===== config.mk =====
export PLATFORM = sky130hd
export DESIGN_NAME = lfsr_reconfig_gen
export DESIGN_NICKNAME = d
export VERILOG_FILES = /design/src/rtl/lfsr_reconfig_gen.sv
export SDC_FILE = /design/constraint.sdc
export NUM_CORES = 1
export LEC_CHECK = 0
export ABC_AREA = 0
export CAP_MARGIN = 20
export CORE_MARGIN = 3
export CORE_UTILIZATION = 48
export CTS_CLUSTER_DIAMETER = 40
export CTS_CLUSTER_SIZE = 25
export DETAILED_ROUTE_END_ITERATION = 12
export PLACE_DENSITY_LB_ADDON = 0.25
export SYNTH_ARGS = -nofsm -noshare
export SYNTH_HDL_FRONTEND = slang
export SYNTH_SLANG_ARGS = --single-unit
export TNS_END_PERCENT = 20

===== constraint.sdc =====
create_clock -name clk -period 2.4 [get_ports clk]
set_input_delay 0.36 -clock clk [delete_from_list [all_inputs] [get_ports clk]]
set_output_delay 0.36 -clock clk [all_outputs]
set_load 0.005 [all_outputs]

===== src/rtl/lfsr_reconfig_gen.sv =====
// lfsr_reconfig_gen: runtime-reconfigurable Fibonacci/Galois LFSR with lockup recovery and period measurement
module lfsr_reconfig_gen #(
  parameter int WIDTH = 8,
  parameter logic [WIDTH-1:0] DEFAULT_TAPS = 8'hB8,
  parameter logic [WIDTH-1:0] DEFAULT_SEED = WIDTH'(1)
) (
  input  logic             clk,
  input  logic             reset,
  input  logic             enable,
  input  logic             use_config_lfsr,
  input  logic             cfg_valid,
  output logic             cfg_ready,
  input  logic [WIDTH-1:0] cfg_taps,
  input  logic [WIDTH-1:0] cfg_seed,
  input  logic             cfg_mode,
  output logic [WIDTH-1:0] lfsr_out,
  output logic             period_done,
  output logic [WIDTH-1:0] period_len,
  output logic             lockup
);
  typedef enum logic {RUN, LOAD} state_t;
  state_t state, state_nx;
  logic [WIDTH-1:0] taps_reg, seed_reg, step_cnt;
  logic mode_reg;
  logic [WIDTH-1:0] eff_taps, next_s, seed_sub, cnt_inc;
  logic eff_mode, accept;
  always_comb begin
    cfg_ready = state == RUN;
    state_nx = (state == RUN && cfg_valid) ? LOAD : RUN;
    accept = cfg_ready && cfg_valid;
    eff_taps = use_config_lfsr ? taps_reg : DEFAULT_TAPS;
    eff_mode = use_config_lfsr && mode_reg;
    next_s = eff_mode ? ({lfsr_out[WIDTH-2:0], 1'b0} ^ ({WIDTH{lfsr_out[WIDTH-1]}} & eff_taps))
                      : {lfsr_out[WIDTH-2:0], ^(lfsr_out & eff_taps)};
    seed_sub = (cfg_seed == '0) ? DEFAULT_SEED : cfg_seed;
    cnt_inc = (&step_cnt) ? step_cnt : step_cnt + 1'b1;
  end
  always_ff @(posedge clk) begin
    if (reset) begin
      state <= RUN;
      lfsr_out <= DEFAULT_SEED;
      taps_reg <= DEFAULT_TAPS;
      seed_reg <= DEFAULT_SEED;
      mode_reg <= 1'b0;
      step_cnt <= '0;
      period_len <= '0;
      period_done <= 1'b0;
      lockup <= 1'b0;
    end else begin
      state <= state_nx;
      period_done <= 1'b0;
      lockup <= 1'b0;
      if (accept) begin
        taps_reg <= cfg_taps;
        mode_reg <= cfg_mode;
        seed_reg <= seed_sub;
        lfsr_out <= seed_sub;
        step_cnt <= '0;
      end else if (state == RUN && lfsr_out == '0) begin
        lfsr_out <= seed_reg;
        step_cnt <= '0;
        lockup <= 1'b1;
      end else if (state == RUN && enable) begin
        lfsr_out <= next_s;
        if (next_s == seed_reg) begin
          period_done <= 1'b1;
          period_len <= cnt_inc;
          step_cnt <= '0;
        end else begin
          step_cnt <= cnt_inc;
        end
      end
    end
  end
endmodule


==> metrics, run 1 <==
Ant. Diodes 0; unrepaired setup endpoints after global routing true; WP data required ~2.6 ns; initial antenna violation count 0; Final Setup Violations 0; most frequent cells after synthesis nand2_1, dfxtp_1, a21oi_1, nor2_1, clkbuf_1; Synth area leader dfxtp_1; Synthesized Nets 346; area grow syn2layout 35.2%; WP buf/inv 4; full die area 0.00624 mm²; Distinct cells, synth 56; vias in the first global route 2573; mapped cell area ~0.0026 mm²; largest net degree at the start of global routing 26; peak supply drop approximately 290 µV; vias per std cell ~5.8; drt total wl 7290 µm; final hold vios 0; core area between 0.004 and 0.005 mm²; CTS Root Cell clkbuf_8; DIE WIDTH 79.0 µm; Most used DFF post-synth dfxtp_1; GRT overflow 0; Hold WS around 0.46 ns; pwr dens 503 mW/mm²; crit-path leading delay family simple AND/OR/NAND/NOR gates; H-tree depth 2; Die Y 79.0 µm; Antenna Nets Post-Route 0; most common cell in the netlist nand2_1; dpl ws -0.604 ns; Async SR Flop Fraction 0%; number of synthesized flops with an enable pin 0; max-cap violations 0; crit end category register; Longest Clk Path Bufs 2; overall power 1.74 mW; Ports 41; worst min path class reg -> reg; GP Congestion roughly 0.94; layout cells sized above 1 21.2%; Seq/Total Area, Yosys 34.5%; post-layout util between 60 and 70%; post-route minimum period between 2 and 2.5 ns; syn_area_per_cell just under 8 µm²; critical-path cell list buf_4 > nor4_1 > nand2_1 > nor4_2 > buf_4 > buf_4 > nor2_1 > nand4_1 > a21o_1 > buf_4 > nand4b_1 > o31ai_2; total clock sinks 44; First DRT Iteration DRCs 301; Most common cell on crit path buf_4; wire per inst 15.7 µm; Post-Syn Instances 323; dpl hpwl 5360 µm; Worst-path clk slew 0.08 ns; clock latency at the later pin of the worst-skew pair 0.29 ns; Final period util 97.5%; Via Count approximately 2700; CP arrival about 2.6 ns; Final Skew 0.00847 ns; critical path class reg -> reg; Yosys warning count 0; FP Rows 25; first-pass GRT wire length 12200 µm; crit-path max FO 10; CTS tree built; setup ws final 0.0609 ns; DRC Markers 0; maximum clock rate around 430 MHz; # fillers approximately 420; relative slew slack 66.1%; CP max stage cell dfxtp_2; First-pass DRT Iterations 6; CTS Buf Count 5; Final Max Slew Viols 0; main area contributors after synthesis dfxtp_1, nand2_1, a21oi_1, nor2_1, a211oi_1; synthesized flop and latch total 44; Nets approximately 420; outcome complete, no violations; Slew @ Worst Pin ~0.51 ns; Tot GR Track Use 24.2%; Largest stage delay, worst path ~0.35 ns; Static Leakage 1.32 nW; Port-buffer cells 40; Hold Buf Count CTS 0; Starting Density 51.7%; Setup crit start kind register; share of the synthesized area in the top cell type 34.5%
## logic make-up after synthesis
group	Yosys count	share of synthesized area [%]
adders and majority gates	1	0.489
buffers and inverters	31	6.17
DFF	44	34.5
AOI/OAI and AO/OA	82	21.3
xor gates and xnor gates	17	6.36
muxes	4	2.06
and+or+nand+nor	144	29.1
## report_power, final
group          switching, mW  internal, mW
sequential            0.0517         0.769
combinational          0.225         0.239
clock                  0.246         0.208
total                  0.522          1.22
## placed cells by master, fill, tap and decap left out, types with 4 or more instances in the layout
master	synthesis	final
clkbuf_8	0	5
nand2_1	50	49
o21ai_0	10	8
nand4b_1	4	4
nor3_1	8	8
a21oi_1	27	27
o22ai_1	6	6
xor2_1	8	8
nand3b_1	6	6
dfxtp_1	44	35
buf_4	1	44
inv_1	10	10
o21ai_1	2	4
nand4_1	10	10
a211oi_1	10	9
dfxtp_2	0	6
nor2_1	27	26
nor2b_1	5	5
nand3_1	8	8
clkdlybuf4s50_1	0	39
xnor2_1	8	8
## final cells by class
cell class / count / area, µm² / share of cell area (%)
clock inverter: 1 / 8.76 / 0.253
inverter: 11 / 41.3 / 1.19
sequential: 44 / 900 / 26.0
tap: 67 / 83.8 / 2.42
timing repair buffer: 86 / 757 / 21.9
multi-input combinational: 248 / 1590 / 46.0
clock buffer: 7 / 76.3 / 2.21
## path summary, 6_finish.rpt
check	from	end	slack, ns	depth (start not counted)
min reg2reg	period_len[4]	period_len[4]	0.46	2
min	period_len[4]	period_len[4]	0.46	2
max	lfsr_out[4]	period_len[0]	0.06	12
max reg2reg	lfsr_out[4]	period_len[0]	0.06	12
## worst min-delay path, stage by stage, from the launching register on
cell and delay [ns]:
dfxtp_1 0.32, inv_1 0.05, a211oi_1 0.05
## per-layer routing
metal,up-vias,track usage [%],share of wire (%)
met5,-,0,0
met4,0,8.93,1.6
met3,12,3.51,6.8
met2,134,40.2,48
met1,1256,31.7,43
li1,1307,-,-
## timing repair
| action | in CTS | in global routing |
|---|---|---|
| endpoints found under the setup margin | 18 | 24 |
| gates resized for setup | 12 | 21 |
| setup buffers | 0 | 1 |
| pin swaps | 3 | 7 |
## metrics by stage
stage	TNS, ns	cells	area, µm²
4_1_cts	0	463	3410
3_5_place_dp	-8.31	455	3270
3_3_place_gp	-6.72	455	3270
5_1_grt	-0.0225	464	3460
6_report	0	464	3460
2_1_floorplan	0	323	2560
(Power assumes the default switching activity.)
==> run 2: changes to the inputs <==
--- a/config.mk
+++ b/config.mk
@@ -8,7 +8,7 @@
 export ABC_AREA = 0
 export CAP_MARGIN = 20
 export CORE_MARGIN = 3
-export CORE_UTILIZATION = 48
+export CORE_UTILIZATION = 58
 export CTS_CLUSTER_DIAMETER = 40
 export CTS_CLUSTER_SIZE = 25
 export DETAILED_ROUTE_END_ITERATION = 12
==> constraint.sdc (replaced) <==
create_clock -name clk -period 2.9 [get_ports clk]
set_input_delay 0.435 -clock clk [delete_from_list [all_inputs] [get_ports clk]]
set_output_delay 0.435 -clock clk [all_outputs]
set_load 0.005 [all_outputs]
==> run 2 against run 1 <==
  * Global-route usage increased by 4.1 points
  * Die area is 16% lower
  * Register-to-register slack better by 0.20 ns
  * Clock power increased by 4%
  * Final area down 6.9%
  * Clock-buffer cell count is 2 lower
  * Flip-flop and latch count did not move
  * Clock skew about the same
  * Largest cell class unchanged
==> metrics, run 2 (synthesis gave the netlist of run 1 again) <==
Die Y 72.4 µm (-8.3%); crit end category register; Most common cell on crit path nand2_1; WHS Path Cells 2 (unchanged); CP max stage cell dfxtp_1; unrepaired setup endpoints after global routing false; Longest Clk Path Bufs 2 (unchanged); Nets 398 (-5.0%); layout cells sized above 1 12.0% (-9.2 points); Post-CTS Setup Bufs 0 (unchanged); clock latency at the later pin of the worst-skew pair 0.30 ns (about the same); CTS tree built; critical path class reg -> reg; Static Leakage 1.22 nW (-7.6%); most frequent cells in the layout nand2_1, dfxtp_1, clkdlybuf4s50_1; Antenna Nets Post-Route 0 (unchanged); Port-buffer cells 40 (unchanged); CTS Root Cell clkbuf_8; CP arrival 2.84 ns (+0.29 ns); Final Skew 0.00814 ns (-0.000332 ns); vias per std cell 6.19 (+6.1%); Final Max Slew Viols 0 (unchanged); Hold Buf Count CTS 0 (unchanged); Setup crit start kind register; max-cap violations 0 (unchanged); Worst-path clk slew 0.08 ns (about the same); area grow syn2layout 25.9%; final hold vios 0 (unchanged); GP Congestion 0.912 (-3.2%); register area 881 µm² (-2.1%); outcome complete, no violations; Tot GR Track Use 28.3% (+4.1 points); Slew @ Worst Pin 0.495 ns (-0.0128 ns); peak supply drop 261 µV (-9.8%); initial antenna violation count 0 (unchanged); First-pass DRT Iterations 5 (-1); critical-path cell list and3_1 > nand2_1 > a222oi_1 > and4b_1 > nand2_1 > a21o_2 > a21o_1 > a211oi_1; dpl hpwl 5070 µm (-5.5%); overall power 1.48 mW (-15%); post-route minimum period 2.64 ns (+0.302 ns); maximum clock rate 379 MHz (-11%); setup ws final 0.259 ns (+0.198 ns); Ports 41 (unchanged); wire per inst 16.7 µm (+6.6%); DIE WIDTH 72.4 µm (-8.3%); Largest stage delay, worst path 0.61 ns (+0.26 ns); full die area 0.00524 mm² (-16%); first-pass GRT wire length 11700 µm (-3.5%); post-layout util 78.2% (+8.3 points); CTS resizes 0 (-12); most common cell after layout, fill and taps aside nand2_1; DRC Markers 0 (unchanged); Final Setup Violations 0 (unchanged); crit-path max FO 14 (+4); Setup TNS 0 ns (unchanged); H-tree depth 2 (unchanged); drt total wl 7130 µm (-2.1%); Ant. Diodes 0 (unchanged); pwr dens 460 mW/mm² (-8.5%); worst min path class reg -> reg; GRT overflow 0 (unchanged); core area 0.00412 mm² (-17%); relative slew slack 66.9% (+0.82 points); CTS Buf Count 5 (unchanged); FP Rows 23 (-8.0%); Starting Density 62.1% (+10 points); Final period util 91.1% (-6.4 points); WP data required 3.10 ns (+0.49 ns); First DRT Iteration DRCs 249 (-17%); dpl ws -0.140 ns (+0.463 ns); vias in the first global route 2487 (-3.3%); Via Count 2639 (-2.6%); # fillers 320 (-25%); Multi-input gate area 0.00153 mm² (-3.6%); R2R depth 8 (-4); total clock sinks 44 (unchanged); largest net degree at the start of global routing 41 (+58%)
run 2: changes by cell type in the layout (fill, tap and decap cells not counted), moves of 3 or more:
cell     previous run  this run
buf_4              44        25
dfxtp_1            35        44
dfxtp_2             6         0
dfxtp_4             3         0
run 2: worst paths after layout:
kind                      start       endpoint  slack [ns]
hold / removal    period_len[4]  period_len[4]        0.47
hold reg to reg   period_len[4]  period_len[4]        0.47
setup / recovery    lfsr_out[7]  period_len[1]        0.26
setup reg to reg    lfsr_out[7]  period_len[1]        0.26
run 2: area by class of cell:
class                      instances  share of cell area [%]
multi-input combinational        248                    47.6
inverter                          11                    1.28
tap                               50                    1.94
sequential                        44                    27.4
timing repair buffer              65                    18.3
clock buffer                       5                    2.14
clock inverter                     3                    1.32
run 2: power breakdown:
| group | internal [mW] | switching [mW] |
|---|---|---|
| Sequential | 0.635 | 0.0544 |
| Clock | 0.255 | 0.216 |
| Combinational | 0.159 | 0.161 |
run 2: metrics by stage:
step	cell area, µm²	std cells	hold slack [ns]
floorplan	2560	323	0.445
global placement	3090	418	0.447
detailed placement	3090	418	0.445
CTS	3200	426	0.464
global route	3220	426	0.482
finish	3220	426	0.466
run 2: worst max-delay path, delay by kind of cell, from the launching register on:
kind,cells,cell delay (ns)
simple gates,4,0.83
flops,1,0.61
compound gates,4,1.10
run 2: layer usage:
layer / track usage [%] / vias up / share of wire [%]
li1: - / 1259 / -
met5: 0 / - / 0
met1: 35.5 / 1238 / 43
met4: 10.2 / 0 / 1.6
met3: 5.12 / 22 / 6.8
met2: 48.3 / 120 / 49
==> run 3: changes to the inputs <==
--- a/config.mk
+++ b/config.mk
@@ -7,12 +7,14 @@
 export LEC_CHECK = 0
 export ABC_AREA = 0
 export CAP_MARGIN = 20
+export CORE_ASPECT_RATIO = 2
 export CORE_MARGIN = 3
 export CORE_UTILIZATION = 58
 export CTS_CLUSTER_DIAMETER = 40
 export CTS_CLUSTER_SIZE = 25
 export DETAILED_ROUTE_END_ITERATION = 12
 export PLACE_DENSITY_LB_ADDON = 0.25
+export SKIP_CTS_REPAIR_TIMING = 1
 export SYNTH_ARGS = -nofsm -noshare
 export SYNTH_HDL_FRONTEND = slang
 export SYNTH_SLANG_ARGS = --single-unit
==> run 3 against run 2 <==
  * Worst setup slack worse by 0.10 ns
  * Clock-buffer cell count is 1 higher
  * Critical path depth is 2 higher
  * Clock skew is 0.0030 ns higher
  * Via count is 0.76% higher
==> metrics, run 3 (synthesis gave the netlist of run 1 again) <==
critical path class in -> reg; post-layout util 77.6% (-0.67 points); final hold vios 0 (unchanged); Starting Density 61.3% (-0.82 points); maximum clock rate 364 MHz (-3.8%); First-pass DRT Iterations 5 (unchanged); Longest Clk Path Bufs 2 (unchanged); largest net degree at the start of global routing 41 (unchanged); Via Count 2659 (+0.76%); Largest stage delay, worst path 0.58 ns (-0.03 ns); Slew @ Worst Pin 0.533 ns (+0.0376 ns); r2r startpoint lfsr_out[5]; crit path launch use_config_lfsr; Nets 399 (+0.25%); crit end category register; Die Y 99.9 µm (+38%); first-pass GRT wire length 12000 µm (+2.6%); First DRT Iteration DRCs 137 (-45%); R2R depth 8 (unchanged); Critical Path Stages 10 (+2); pwr dens 467 mW/mm² (+1.5%); crit-path leading delay family buffers and inverters; CTS Root Cell clkbuf_8; placed insts 421 (+0.72%); Setup TNS 0 ns (unchanged); Ant. Diodes 0 (unchanged); vias per std cell 6.20 (about the same); post-route minimum period 2.75 ns (+0.105 ns); WP buf/inv 4 (+4); WP data required 3.12 ns (+0.02 ns); placed cell area 0.00311 mm² (+0.73%); CP arrival 2.97 ns (+0.13 ns); layout cells sized above 1 11.7% (-0.30 points); FP Rows 33 (+43%); clock latency at the later pin of the worst-skew pair 0.30 ns (about the same); CTS Buf Count 5 (unchanged); CTS tree built; Final Setup Violations 0 (unchanged); DRC Markers 0 (unchanged); Final period util 94.7% (+3.6 points); most frequent cells in the layout nand2_1, dfxtp_1, clkdlybuf4s50_1; Hold WS 0.467 ns (+0.00113 ns); total clock sinks 44 (unchanged); Worst-path clk slew 0.09 ns (about the same); full die area 0.00529 mm² (+0.92%); GRT overflow 0 (unchanged); drt total wl 7250 µm (+1.7%); overall power 1.51 mW (+2.0%); # fillers 327 (+2.2%); dpl hpwl 5390 µm (+6.3%); CP max stage cell mux4_2; Final Skew 0.0111 ns (+0.00301 ns); Static Leakage 1.22 nW (+0.13%); vias in the first global route 2700 (+8.6%); Setup crit start kind primary input; outcome complete, no violations; peak supply drop 435 µV (+66%); worst min path class reg -> reg; max-cap violations 0 (unchanged); Worst R2R Setup Slack 0.24 ns (-0.02 ns); Port-buffer cells 40 (unchanged); GP Congestion 0.902 (-1.1%); critical-path cell list clkdlybuf4s50_1 > inv_2 > o22ai_2 > a221oi_2 > mux4_2 > buf_4 > nand4b_2 > buf_4 > a21oi_4 > nor4_1; Ports 41 (unchanged); wire per inst 16.9 µm (+1.0%); relative slew slack 64.4% (-2.5 points); most common cell after layout, fill and taps aside nand2_1; final std cells w/o fill 429 (+0.70%); DIE WIDTH 52.9 µm (-27%); H-tree depth 2 (unchanged); core area 0.00417 mm² (+1.3%); initial antenna violation count 0 (unchanged); setup ws final 0.154 ns (-0.105 ns); Most common cell on crit path buf_4; area grow syn2layout 26.5%; crit-path max FO 8 (-6); unrepaired setup endpoints after global routing false; Final Max Slew Viols 0 (unchanged); Critical Path End step_cnt[6]; Antenna Nets Post-Route 0 (unchanged); Tot GR Track Use 29.7% (+1.4 points); dpl ws -0.145 ns (-0.00500 ns); Final Instance Area 0.00323 mm² (+0.47%); RR Endpoint step_cnt[6]
## run 3: cell count changes in the layout (fill, tap and decap cells not counted), sizes merged
cell,change
buf,+1
clkbuf,+1
clkdlybuf4s50,+1
clkinvlp,-1
dlymetal6s2s,-1
## run 3: final cells by class
class                           count  area, µm²  share of cell area, %
Multi-Input combinational cell    248       1520                   46.9
Sequential cell                    44        881                   27.2
Timing Repair Buffer               66        608                   18.8
Clock buffer                        6       82.6                   2.55
Tap cell                           52       65.1                   2.01
Inverter                           11       41.3                   1.28
Clock inverter                      2       38.8                   1.20
## run 3: how the worst min path moves through the flow
stage,startpoint,to,depth (start not counted)
floorplan,taps_reg[2],taps_reg[2],2
global placement,period_len[4],period_len[4],2
finish,period_len[4],period_len[4],2
CTS,period_len[1],period_len[1],2
detailed placement,period_len[1],period_len[1],2
global route,period_len[4],period_len[4],2
## run 3: layer usage
metal	global-route usage (%)	share of wire (%)	vias up
li1	-	-	1268
met1	29.3	35	1290
met2	56.3	58	83
met3	3.27	3.4	18
met4	15.9	3.5	0
met5	0	0	-
## run 3: report_power, final
part           leakage, nW  total, mW  internal (mW)  switching (mW)
logic                0.798      0.321          0.162           0.159
registers            0.360      0.688          0.635          0.0529
clock network       0.0614      0.501          0.282           0.219
## run 3: worst reg2reg max path, delay by kind of cell, from the launching register on
| kind | cells | cell delay (ns) |
|---|---|---|
| flip-flops | 1 | 0.60 |
| AND/OR/NAND/NOR | 2 | 0.41 |
| multiplexers | 1 | 0.58 |
| buffers and inverters | 2 | 0.34 |
| AO/OA/AOI/OAI | 3 | 0.64 |
